[src/rtl/fetch_queue.sv]
// Instruction fetch front end: single-outstanding memory requester feeding a 2-entry {PC, instruction} queue.
// Latency: a response shows at the queue head the cycle after imem_rsp_valid; a redirect flushes the queue in one cycle.
// Backpressure: no request while occupancy + outstanding is 2; inst_ready low holds the head. Macro FETCH_STALL_CNT_EN builds stall_count.
module fetch_queue #(
    parameter int                      ADDRESS_BITS = 16,
    parameter logic [ADDRESS_BITS-1:0] RESET_PC     = '0
) (
    input  logic                    clock,
    input  logic                    reset,
    input  logic                    next_PC_select,
    input  logic [ADDRESS_BITS-1:0] target_PC,
    output logic                    imem_req_valid,
    input  logic                    imem_req_ready,
    output logic [ADDRESS_BITS-1:0] imem_addr,
    input  logic                    imem_rsp_valid,
    input  logic [31:0]             imem_rsp_data,
    output logic [ADDRESS_BITS-1:0] PC,
    output logic [31:0]             instruction,
    output logic                    inst_valid,
    input  logic                    inst_ready,
    output logic [31:0]             stall_count
);

    localparam logic [31:0] NOP = 32'h0000_0013;

    typedef struct packed {
        logic [ADDRESS_BITS-1:0] pc;
        logic [31:0]             inst;
    } entry_t;

    typedef enum logic [1:0] {REQ, WAIT, DROP} state_t;

    state_t                  state;
    logic [ADDRESS_BITS-1:0] fetch_pc;
    logic [ADDRESS_BITS-1:0] pend_pc;
    entry_t                  q_mem [2];
    logic                    rd_ptr;
    logic                    wr_ptr;
    logic [1:0]              count;
    entry_t                  head;

    logic handoff;
    logic redirect;
    logic req_fire;
    logic push;
    logic pop;

    assign handoff  = inst_valid & inst_ready;
    assign redirect = handoff & next_PC_select;
    assign req_fire = imem_req_valid & imem_req_ready;
    // A response caught by a redirect in the same cycle belongs to the old path.
    assign push     = (state == WAIT) & imem_rsp_valid & ~redirect;
    assign pop      = handoff & ~redirect;

    // In REQ nothing is in flight, so queue occupancy alone decides whether a slot is free.
    assign imem_req_valid = ~reset & (state == REQ) & (count != 2'd2);
    assign imem_addr      = fetch_pc;

    assign head        = q_mem[rd_ptr];
    assign inst_valid  = (count != 2'd0);
    assign PC          = inst_valid ? head.pc : '0;
    assign instruction = inst_valid ? head.inst : NOP;

    // Request FSM and fetch address: one request in flight, redirect retargets fetch_pc.
    always_ff @(posedge clock) begin
        if (reset) begin
            state    <= REQ;
            fetch_pc <= RESET_PC;
            pend_pc  <= RESET_PC;
        end else begin
            if (req_fire) begin
                pend_pc <= fetch_pc;
            end
            if (redirect) begin
                fetch_pc <= target_PC;
            end else if (req_fire) begin
                fetch_pc <= fetch_pc + ADDRESS_BITS'(4);
            end
            case (state)
                REQ: begin
                    // A request accepted alongside a redirect is stale; its response must be dropped.
                    if (req_fire) begin
                        state <= redirect ? DROP : WAIT;
                    end
                end
                WAIT: begin
                    // A response arriving with the redirect closes the transaction, so no DROP is needed.
                    if (imem_rsp_valid) begin
                        state <= REQ;
                    end else if (redirect) begin
                        state <= DROP;
                    end
                end
                DROP: begin
                    if (imem_rsp_valid) begin
                        state <= REQ;
                    end
                end
                default: state <= REQ;
            endcase
        end
    end

    // Queue pointers and occupancy; a redirect empties the queue.
    always_ff @(posedge clock) begin
        if (reset || redirect) begin
            rd_ptr <= 1'b0;
            wr_ptr <= 1'b0;
            count  <= 2'd0;
        end else begin
            if (push) begin
                wr_ptr <= ~wr_ptr;
            end
            if (pop) begin
                rd_ptr <= ~rd_ptr;
            end
            count <= count + {1'b0, push} - {1'b0, pop};
        end
    end

    // Queue storage; contents are don't-care while their slot is unoccupied.
    always_ff @(posedge clock) begin
        if (push) begin
            q_mem[wr_ptr] <= '{pc: pend_pc, inst: imem_rsp_data};
        end
    end

`ifdef FETCH_STALL_CNT_EN
    logic [31:0] stall_q;

    // Count cycles where decode wanted an instruction but the queue was empty; sticks at all-ones.
    always_ff @(posedge clock) begin
        if (reset) begin
            stall_q <= '0;
        end else if (inst_ready && !inst_valid && (stall_q != 32'hFFFF_FFFF)) begin
            stall_q <= stall_q + 32'd1;
        end
    end

    assign stall_count = stall_q;
`else
    assign stall_count = 32'd0;
`endif

endmodule

[config.mk]
export PLATFORM = sky130hd
export DESIGN_NAME = fetch_queue
export DESIGN_NICKNAME = d
export VERILOG_FILES = /design/src/rtl/fetch_queue.sv
export SDC_FILE = /design/constraint.sdc
export NUM_CORES = 1
export LEC_CHECK = 0
export CAP_MARGIN = 20
export CELL_PAD_IN_SITES_DETAIL_PLACEMENT = 2
export CELL_PAD_IN_SITES_GLOBAL_PLACEMENT = 2
export CORE_UTILIZATION = 34
export DETAILED_ROUTE_END_ITERATION = 6
export HOLD_SLACK_MARGIN = 0.02
export PLACE_DENSITY = 0.87
export RECOVER_POWER = 100
export SYNTH_ARGS = -nofsm -noshare
export SYNTH_HDL_FRONTEND = slang
export SYNTH_SLANG_ARGS = --single-unit
[constraint.sdc]
create_clock -name clock -period 7.39 [get_ports clock]
set_input_delay 1.8475 -clock clock [delete_from_list [all_inputs] [get_ports clock]]
set_output_delay 1.8475 -clock clock [all_outputs]
set_load 0.03 [all_outputs]
==> out/metrics.cfg, run 1 <==
[worst_setup_path]
endpoint=imem_req_valid
timing.rr.end=q_mem[0][9]
crit_cells=3
cpPeakStageDelay_ns=0.77
critPathSlowestCell=dlygate4sd3_1
required_ns=5.54
r2r_slack_ns=3.28
regToRegStartpoint=count[1]
cp_max_fo=15
cp.buffers_inverters=2
crit_type=in -> out
critPathLaunchType=primary input
crit_path_cell_trace=dlygate4sd3_1, nor3_1, dlygate4sd3_1
cp-end-kind=output port
cp_common_cell=dlygate4sd3_1
crit_start=reset
ff2ff_path_depth=6
arrival_ns=3.66
path_delay_family=buffers and inverters

[sta]
clock_skew_ns=0.004787
fmax_mhz=181.6
finalCritPeriodShare_pct=74.53
whs_ns=0.4720
relSlewSlack_pct=-45.72
tns_ns=0
hold_viol=0
rsz0062_at_grt=false
worstMarginPinSlew_ns=2.186
period_needed_ns=5.508
drv_slew=81
setup_viol=0

[yosys]
synth_seq_cells=135
synthCells=446
syn_area_sq_um=5578
yosysSeqAreaShare_pct=65.68
synth_cell_types=42
yosys_warnings=0
syn_area_per_cell_sq_um=12.51

[cts]
clk_pin_slew_ns=0.05
cts_resized=0
h-tree-depth=4
cts_setup_buffers=0
clk_latency_ns=0.41
cts_made_buffers=17
cts_tree=built
postCtsHoldBufs=0
root_buffer=clkbuf_16
cts.sinks=135
cts_buffer_depth=2

[layout]
drive_gt1_share_pct=7.069
seq_area_sq_um=3665
multi_input_comb_area_sq_um=1669
nets=624
area_growth_syn_to_layout_pct=34.41
n_fill_cell=1591

[status]
violations=capacitance limit, slew limit
status=finished, violations left

[flow_run]
max_cap_violations=3

[grt]
grt_overflow=0
grtUsageTotal_pct=19.07
grt_pass1_vias=4151
grt_max_degree=49
grt_pass1_wl_mm=23.58
antenna_found_initial=1

[detailed_routing]
remaining_drc_errors=0
viasPerCell=4.853
ant_nets=0
drt-pass1-iter-count=4
routed_wl_mm=15.75
drt_iter0_markers=171
routed-via-count=3868
detail_route.wl_per_cell_um=19.76

[power_and_ir_drop]
powerDensity_nw_per_um2=259.5
p_leak_nw=2.700
ir_drop_uv=189.7

[floorplanning]
die_w_um=130.1
die-height_um=130.1
dieArea_sq_um=16920
ios=152
initial_core_util_pct=34.99
fp-row-count=46
design.core.area_sq_um=15940

[placed_design]
hpwl_mm=10.80
globalplace.congestion=0.7187
port_buffers=119

[hold_path]
holdCritStartpoint=pend_pc[6]
hp-class=reg -> reg

==> stage by stage <==
step | cells | worst slack, ns | power (mW) | utilization (%) | instance area, sq um
finish | 797 | 1.882 | 1.946 | 47.03 | 7497
detailed placement | 762 | 1.903 | 1.113 | 43.18 | 6884
global placement | 761 | 1.951 | 1.100 | 43.05 | 6864
CTS | 794 | 1.875 | 1.975 | 47.09 | 7507
floorplan | 477 | 2.515 | 1.009 | - | 5694
global route | 797 | 1.748 | 2.006 | 47.03 | 7497
==> registers in the layout (all words and copies together), names as in the netlist, named ones only <==
signal and count:
pend_pc 16, wr_ptr 1, rd_ptr 1, q_mem 96, state 2, imem_addr 16
count 2
==> power by group <==
| part | total (mW) | internal [mW] | switching, mW | leakage, nW |
|---|---|---|---|---|
| logic | 0.242 | 0.0854 | 0.157 | 1.18 |
| registers | 0.843 | 0.827 | 0.0155 | 1.21 |
| clock network | 0.861 | 0.549 | 0.311 | 0.307 |
==> cell families (layout without fill, tap and decap cells) <==
logic type	count (synthesis)	in the layout	share of synthesized area [%]
adder cells (fa/ha/maj)	3	3	0.6730
AO/OA/AOI/OAI	57	57	5.832
multiplexers	50	50	8.973
AND/OR/NAND/NOR	134	134	11.53
buffers and inverters	60	163	6.303
XOR/XNOR	6	6	0.9421
other	1	33	0.06723
flip-flops	135	135	65.68
==> metal layers <==
metal  vias to the layer above  part of all wire [%]  global-route usage, %  routed length, um
met2                       106                    53                  34.98               8416
met5                         -                     0                      0                  0
met4                         0                   1.2                  5.814                188
li1                       1786                     -                      -                  -
met3                        18                   5.9                  5.904                927
met1                      1958                    39                  20.94               6213
==> worst register-to-register path, stage by stage, from the launching register on <==
cell and delay (ns):
dfxtp_1 0.38, nor2_4 0.29, inv_2 0.12, nand3_1 0.27
nand2_1 0.13, nor2_1 0.85, clkbuf_1 1.64
==> cells in the final DEF (no fill, tap or decap), types with 5 or more instances in the layout <==
cell type / n
dfxtp_1: 38
clkdlybuf4s50_1: 20
nor2_1: 51
inv_1: 5
edfxtp_1: 96
and3_1: 5
nand2_1: 42
nand3_1: 5
clkbuf_16: 20
conb_1: 32
o21ai_0: 34
or3_1: 7
nor3_1: 5
xnor2_1: 5
a21oi_1: 8
a31oi_1: 8
dlygate4sd3_1: 99
mux2i_1: 50
==> how the worst min path moves through the flow <==
stage	slack, ns	endpoint	cells after the start
detailed placement	0.46	q_mem[0][38]	0
CTS	0.47	q_mem[0][38]	0
global route	0.49	q_mem[0][42]	0
finish	0.47	q_mem[0][38]	0
global placement	0.44	q_mem[1][35]	0
floorplan	0.42	q_mem[0][34]	0
==> cell usage after synthesis (all sizes together) <==
cell type / number / area [sq um]
o211ai: 1 / 7.510
nand4bb: 1 / 11.26
and3: 5 / 31.28
o31ai: 2 / 15.01
nand3: 5 / 25.02
xnor2: 5 / 43.79
nor2: 52 / 197.7
a211oi: 1 / 7.510
xor2: 1 / 8.760
and4: 2 / 17.52
nor4: 1 / 6.260
nand4b: 1 / 8.760
o21ai: 34 / 170.2
a31oi: 8 / 50.05
or4: 3 / 22.52
clkbuf: 17 / 63.81
a21oi: 8 / 40.04
conb: 1 / 3.750
mux2i: 50 / 500.5
o2111a: 1 / 11.26
ha: 3 / 37.54
a311oi: 1 / 15.01
nor2b: 2 / 20.02
or2: 2 / 12.52
nand4: 2 / 12.51
or3: 7 / 43.79
inv: 6 / 22.52
o32ai: 1 / 8.760
nor3: 5 / 25.02
dfxtp: 39 / 780.8
or2b: 1 / 8.760
nor4b: 2 / 32.53
nor4bb: 1 / 10.01
buf: 37 / 265.3
nand2: 42 / 157.7
edfxtp: 96 / 2883
==> final cells by class <==
class,instances,area share (%)
inverter,6,0.3004
tap,216,3.605
timing repair buffer,125,16.61
multi-input combinational,282,22.26
clock inverter,9,1.085
antenna,1,0.03338
sequential,135,48.88
clock buffer,23,7.226
Note: power is estimated with default switching activity, not from simulation.
==> run 2, diff against run 1 <==
--- a/config.mk
+++ b/config.mk
@@ -8,10 +8,10 @@
 export CAP_MARGIN = 20
 export CELL_PAD_IN_SITES_DETAIL_PLACEMENT = 2
 export CELL_PAD_IN_SITES_GLOBAL_PLACEMENT = 2
-export CORE_UTILIZATION = 34
+export CORE_UTILIZATION = 31
 export DETAILED_ROUTE_END_ITERATION = 6
 export HOLD_SLACK_MARGIN = 0.02
-export PLACE_DENSITY = 0.87
+export PLACE_DENSITY = 0.8
 export RECOVER_POWER = 100
 export SYNTH_ARGS = -nofsm -noshare
 export SYNTH_HDL_FRONTEND = slang
==> constraint.sdc (replaced) <==
create_clock -name clock -period 5.6 [get_ports clock]
set_input_delay 1.4 -clock clock [delete_from_list [all_inputs] [get_ports clock]]
set_output_delay 1.4 -clock clock [all_outputs]
set_load 0.03 [all_outputs]
==> out/metrics.cfg, run 2 (synthesis results as in run 1) <==
[status]
status=finished, violations left
violations=capacitance limit, slew limit

[worst_setup_path]
cp_common_cell=dlygate4sd3_1
arrival_ns=3.36
critPathLaunchType=primary input
cp-end-kind=output port
path_delay_family=buffers and inverters
cp.buffers_inverters=3
crit_path_cell_trace=dlygate4sd3_1, clkbuf_1, nor3_1, dlygate4sd3_1
required_ns=4.20
critPathSlowestCell=dlygate4sd3_1
cpPeakStageDelay_ns=0.73
cp_max_fo=15
crit_type=in -> out

[detailed_routing]
drt_iter0_markers=158
remaining_drc_errors=0
routed-via-count=3764
routed_wl_mm=14.11
ant_nets=0
viasPerCell=4.658
detail_route.wl_per_cell_um=17.46
drt-pass1-iter-count=4

[layout]
layoutNonFillerInstCount=808
final_cell_mix=99 x dlygate4sd3_1, 96 x edfxtp_1, 50 x nor2_1, 50 x mux2i_1, 42 x nand2_1
area_growth_syn_to_layout_pct=34.61
nets=625
largest_reg_flops=96
final_common_cell=dlygate4sd3_1
drive_gt1_share_pct=7.229
top_register=q_mem

[cts]
clk_latency_ns=0.40
cts_buffer_depth=2
cts_made_buffers=17
cts_setup_buffers=0
cts.sinks=135
cts_tree=built
clk_pin_slew_ns=0.06
cts_resized=0
root_buffer=clkbuf_16
postCtsHoldBufs=0
h-tree-depth=4

[placed_design]
globalplace.congestion=0.7051
hpwl_mm=9.746
port_buffers=119
dpl_worst_slack_ns=1.284
place_inst=774

[floorplanning]
die-height_um=136.1
ios=152
fp-row-count=48
initial_core_util_pct=32.03
dieArea_sq_um=18530
design.core.area_sq_um=17420
die_w_um=136.1

[sta]
finalCritPeriodShare_pct=84.94
worstMarginPinSlew_ns=2.288
period_needed_ns=4.757
clock_skew_ns=0.008001
relSlewSlack_pct=-54.68
drv_slew=13
setup_viol=0
hold_viol=0
rsz0062_at_grt=false
fin_ws_ns=0.8431
tns_ns=0
fmax_mhz=210.2

[grt]
grt_overflow=0
antenna_found_initial=2
grt_pass1_vias=4098
grt_max_degree=41
grt_pass1_wl_mm=22.22
grtUsageTotal_pct=15.84

[power_and_ir_drop]
p_leak_nw=2.698
ir_drop_uv=185.3
powerDensity_nw_per_um2=342.8

[hold_path]
hp-class=reg -> reg

[flow_run]
max_cap_violations=1

==> run 2: cell types whose count changed in the layout (fill, tap and decap cells not counted), moves of 2 or more <==
cell | previous run | this run
bufinv_16 | 1 | 4
clkinv_4 | 1 | 3
inv_4 | 2 | 0
clkbuf_2 | 0 | 2
clkbuf_8 | 3 | 0
clkbuf_16 | 20 | 17
==> run 2: layer usage <==
metal,up-vias,wire (um),track usage [%]
met5,-,0,0
met4,0,119,4.506
met3,10,665,4.213
met2,115,6962,26.90
met1,1840,6363,19.66
li1,1799,-,-
==> run 2: layout make-up <==
class | instances | area, sq um
antenna | 2 | 5.005
clock buffer | 19 | 432.9
clock inverter | 13 | 181.4
fill | 1756 | 9908
inverter | 6 | 22.52
multi-input combinational | 282 | 1677
sequential | 135 | 3665
tap | 225 | 281.5
timing repair buffer | 126 | 1244
==> run 2: worst paths after layout <==
check / startpoint / to / slack (ns) / depth (start not counted)
worst max-delay path: reset / imem_req_valid / 0.84 / 4
worst min-delay path: pend_pc[12] / q_mem[1][44] / 0.46 / 0
worst max register to register: count[0] / q_mem[0][17] / 1.64 / 7
worst min register to register: pend_pc[12] / q_mem[1][44] / 0.46 / 0
==> run 2: through the flow <==
step | total power, mW | instance area [sq um] | utilization (%) | hold WS, ns
floorplan | 1.332 | 5694 | - | 0.4249
global placement | 1.455 | 6890 | 39.56 | 0.4372
detailed placement | 1.469 | 6930 | 39.79 | 0.4508
CTS | 2.618 | 7545 | 43.32 | 0.4647
global route | 2.671 | 7506 | 43.10 | 0.4834
finish | 2.574 | 7508 | 43.11 | 0.4554
==> run 2: worst reg2reg max path: stages, from the launching register on <==
cell and delay (ns):
dfxtp_1 0.40, nor2_4 0.29, inv_2 0.12, nand3_1 0.11, clkbuf_1 0.99, nand2_1 0.29
nor2_4 0.81, clkbuf_2 0.58
==> run 2: where the power goes <==
part | switching, mW | total, mW | internal (mW) | leakage, nW
registers | 0.0242 | 1.12 | 1.09 | 1.21
logic | 0.197 | 0.310 | 0.113 | 1.19
clock network | 0.406 | 1.15 | 0.743 | 0.297
==> run 3, diff against run 2 <==
--- a/config.mk
+++ b/config.mk
@@ -8,10 +8,10 @@
 export CAP_MARGIN = 20
 export CELL_PAD_IN_SITES_DETAIL_PLACEMENT = 2
 export CELL_PAD_IN_SITES_GLOBAL_PLACEMENT = 2
-export CORE_UTILIZATION = 31
+export CORE_UTILIZATION = 28
 export DETAILED_ROUTE_END_ITERATION = 6
 export HOLD_SLACK_MARGIN = 0.02
-export PLACE_DENSITY = 0.8
+export PLACE_DENSITY = 0.76
 export RECOVER_POWER = 100
 export SYNTH_ARGS = -nofsm -noshare
 export SYNTH_HDL_FRONTEND = slang
==> constraint.sdc (replaced) <==
create_clock -name clock -period 4.2 [get_ports clock]
set_input_delay 1.05 -clock clock [delete_from_list [all_inputs] [get_ports clock]]
set_output_delay 1.05 -clock clock [all_outputs]
set_load 0.03 [all_outputs]
==> out/metrics.cfg, run 3 (synthesis results as in run 1) <==
[worst_setup_path]
regToRegStartpoint=count[0]
cp-end-kind=output port
required_ns=3.15
cp_max_fo=48
arrival_ns=2.58
critPathLaunchType=flip-flop
ff2ff_path_depth=6
r2r_slack_ns=1.23
timing.rr.end=q_mem[1][17]
crit_type=reg -> out

[placed_design]
place_area_sq_um=7000
port_buffers=119
globalplace.congestion=0.7340
hpwl_mm=9.870

[grt]
grt_pass1_wl_mm=22.51
grt_max_degree=49
antenna_found_initial=0
grtUsageTotal_pct=14.69
grt_pass1_vias=4104
grt_overflow=0

[sta]
fmax_mhz=275.2
clock_skew_ns=0.008344
setup_viol=0
finalCritPeriodShare_pct=86.51
rsz0062_at_grt=false
drv_slew=18
period_needed_ns=3.633
hold_viol=0
worstMarginPinSlew_ns=1.641
relSlewSlack_pct=-9.816
tns_ns=0

[layout]
final_cell_mix=100 x dlygate4sd3_1, 96 x edfxtp_1, 51 x nor2_1, 50 x mux2i_1, 42 x nand2_1
area_growth_syn_to_layout_pct=36.54
top_register=q_mem
drive_gt1_share_pct=7.732
final_common_cell=dlygate4sd3_1
diodes=0
largest_reg_flops=96
n_fill_cell=2013
nets=626
fin_area_sq_um=7616

[hold_path]
whs_endpoint=q_mem[1][43]
hp-class=reg -> reg
hold_depth=0
holdCritStartpoint=pend_pc[11]

[detailed_routing]
detail_route.wl_per_cell_um=16.79
drt-pass1-iter-count=4
drt_iter0_markers=130
remaining_drc_errors=0
ant_nets=0
viasPerCell=4.479
routed_wl_mm=14.22
routed-via-count=3794

[status]
violations=capacitance limit, slew limit
status=finished, violations left

[cts]
cts_buffer_depth=2
cts_setup_buffers=0
cts_tree=built
clk_pin_slew_ns=0.06
postCtsHoldBufs=0
h-tree-depth=4
cts_resized=0
cts.sinks=135
root_buffer=clkbuf_16
cts_made_buffers=17
clk_latency_ns=0.42

[floorplanning]
dieArea_sq_um=20490
initial_core_util_pct=28.57
fp-row-count=51
design.core.area_sq_um=19530
die_w_um=143.1
ios=152
die-height_um=143.1

[power_and_ir_drop]
p_leak_nw=2.719
ir_drop_uv=275.6
powerDensity_nw_per_um2=457.2

[flow_run]
max_cap_violations=1

-- run 3: metal layers --
| layer | part of all wire (%) | global-route usage, % | vias up |
|---|---|---|---|
| li1 | - | - | 1791 |
| met1 | 44 | 17.37 | 1873 |
| met2 | 50 | 24.60 | 113 |
| met3 | 5.7 | 4.863 | 17 |
| met4 | 1.0 | 5.659 | 0 |
| met5 | 0 | 0 | - |
-- run 3: final cells by class --
| class | count | area (sq um) | area share [%] |
|---|---|---|---|
| clock buffer | 24 | 545.5 | 7.163 |
| clock inverter | 8 | 106.4 | 1.396 |
| inverter | 6 | 22.52 | 0.2957 |
| multi-input combinational | 282 | 1677 | 22.01 |
| sequential | 135 | 3665 | 48.12 |
| tap | 265 | 331.6 | 4.354 |
| timing repair buffer | 127 | 1269 | 16.66 |
-- run 3: worst max-delay path by stage --
stage / start / to / cells after the start
6_report: flip-flop / PC[1] / 4
5_1_grt: flip-flop / PC[3] / 4
4_1_cts: reset / imem_req_valid / 3
3_5_place_dp: reset / imem_req_valid / 3
3_3_place_gp: reset / imem_req_valid / 3
2_1_floorplan: next_PC_select / q_mem[0][0] / 4
-- run 3: critical path, cell delays in order (launching register included) --
cell,delay (ns)
dfxtp_2,0.31
clkbuf_4,0.72
mux2i_1,0.18
nor2_1,0.18
dlygate4sd3_1,0.76
-- run 3: where the power goes --
group          total [mW]  switching, mW  internal, mW
registers            1.48         0.0252          1.45
clock network        1.58          0.554          1.03
logic               0.418          0.269         0.149
-- run 3: metrics by stage --
step / total power [mW] / utilization [%] / cells / setup slack (ns) / hold WS, ns
CTS: 3.561 / 39.19 / 847 / 0.7875 / 0.4647
detailed placement: 1.960 / 35.85 / 815 / 0.7990 / 0.4544
floorplan: 1.776 / - / 477 / 0.1226 / 0.4249
finish: 3.482 / 39.00 / 847 / 0.5668 / 0.4622
global placement: 1.945 / 35.85 / 815 / 0.7706 / 0.4365
global route: 3.620 / 39.00 / 847 / 0.3428 / 0.4753
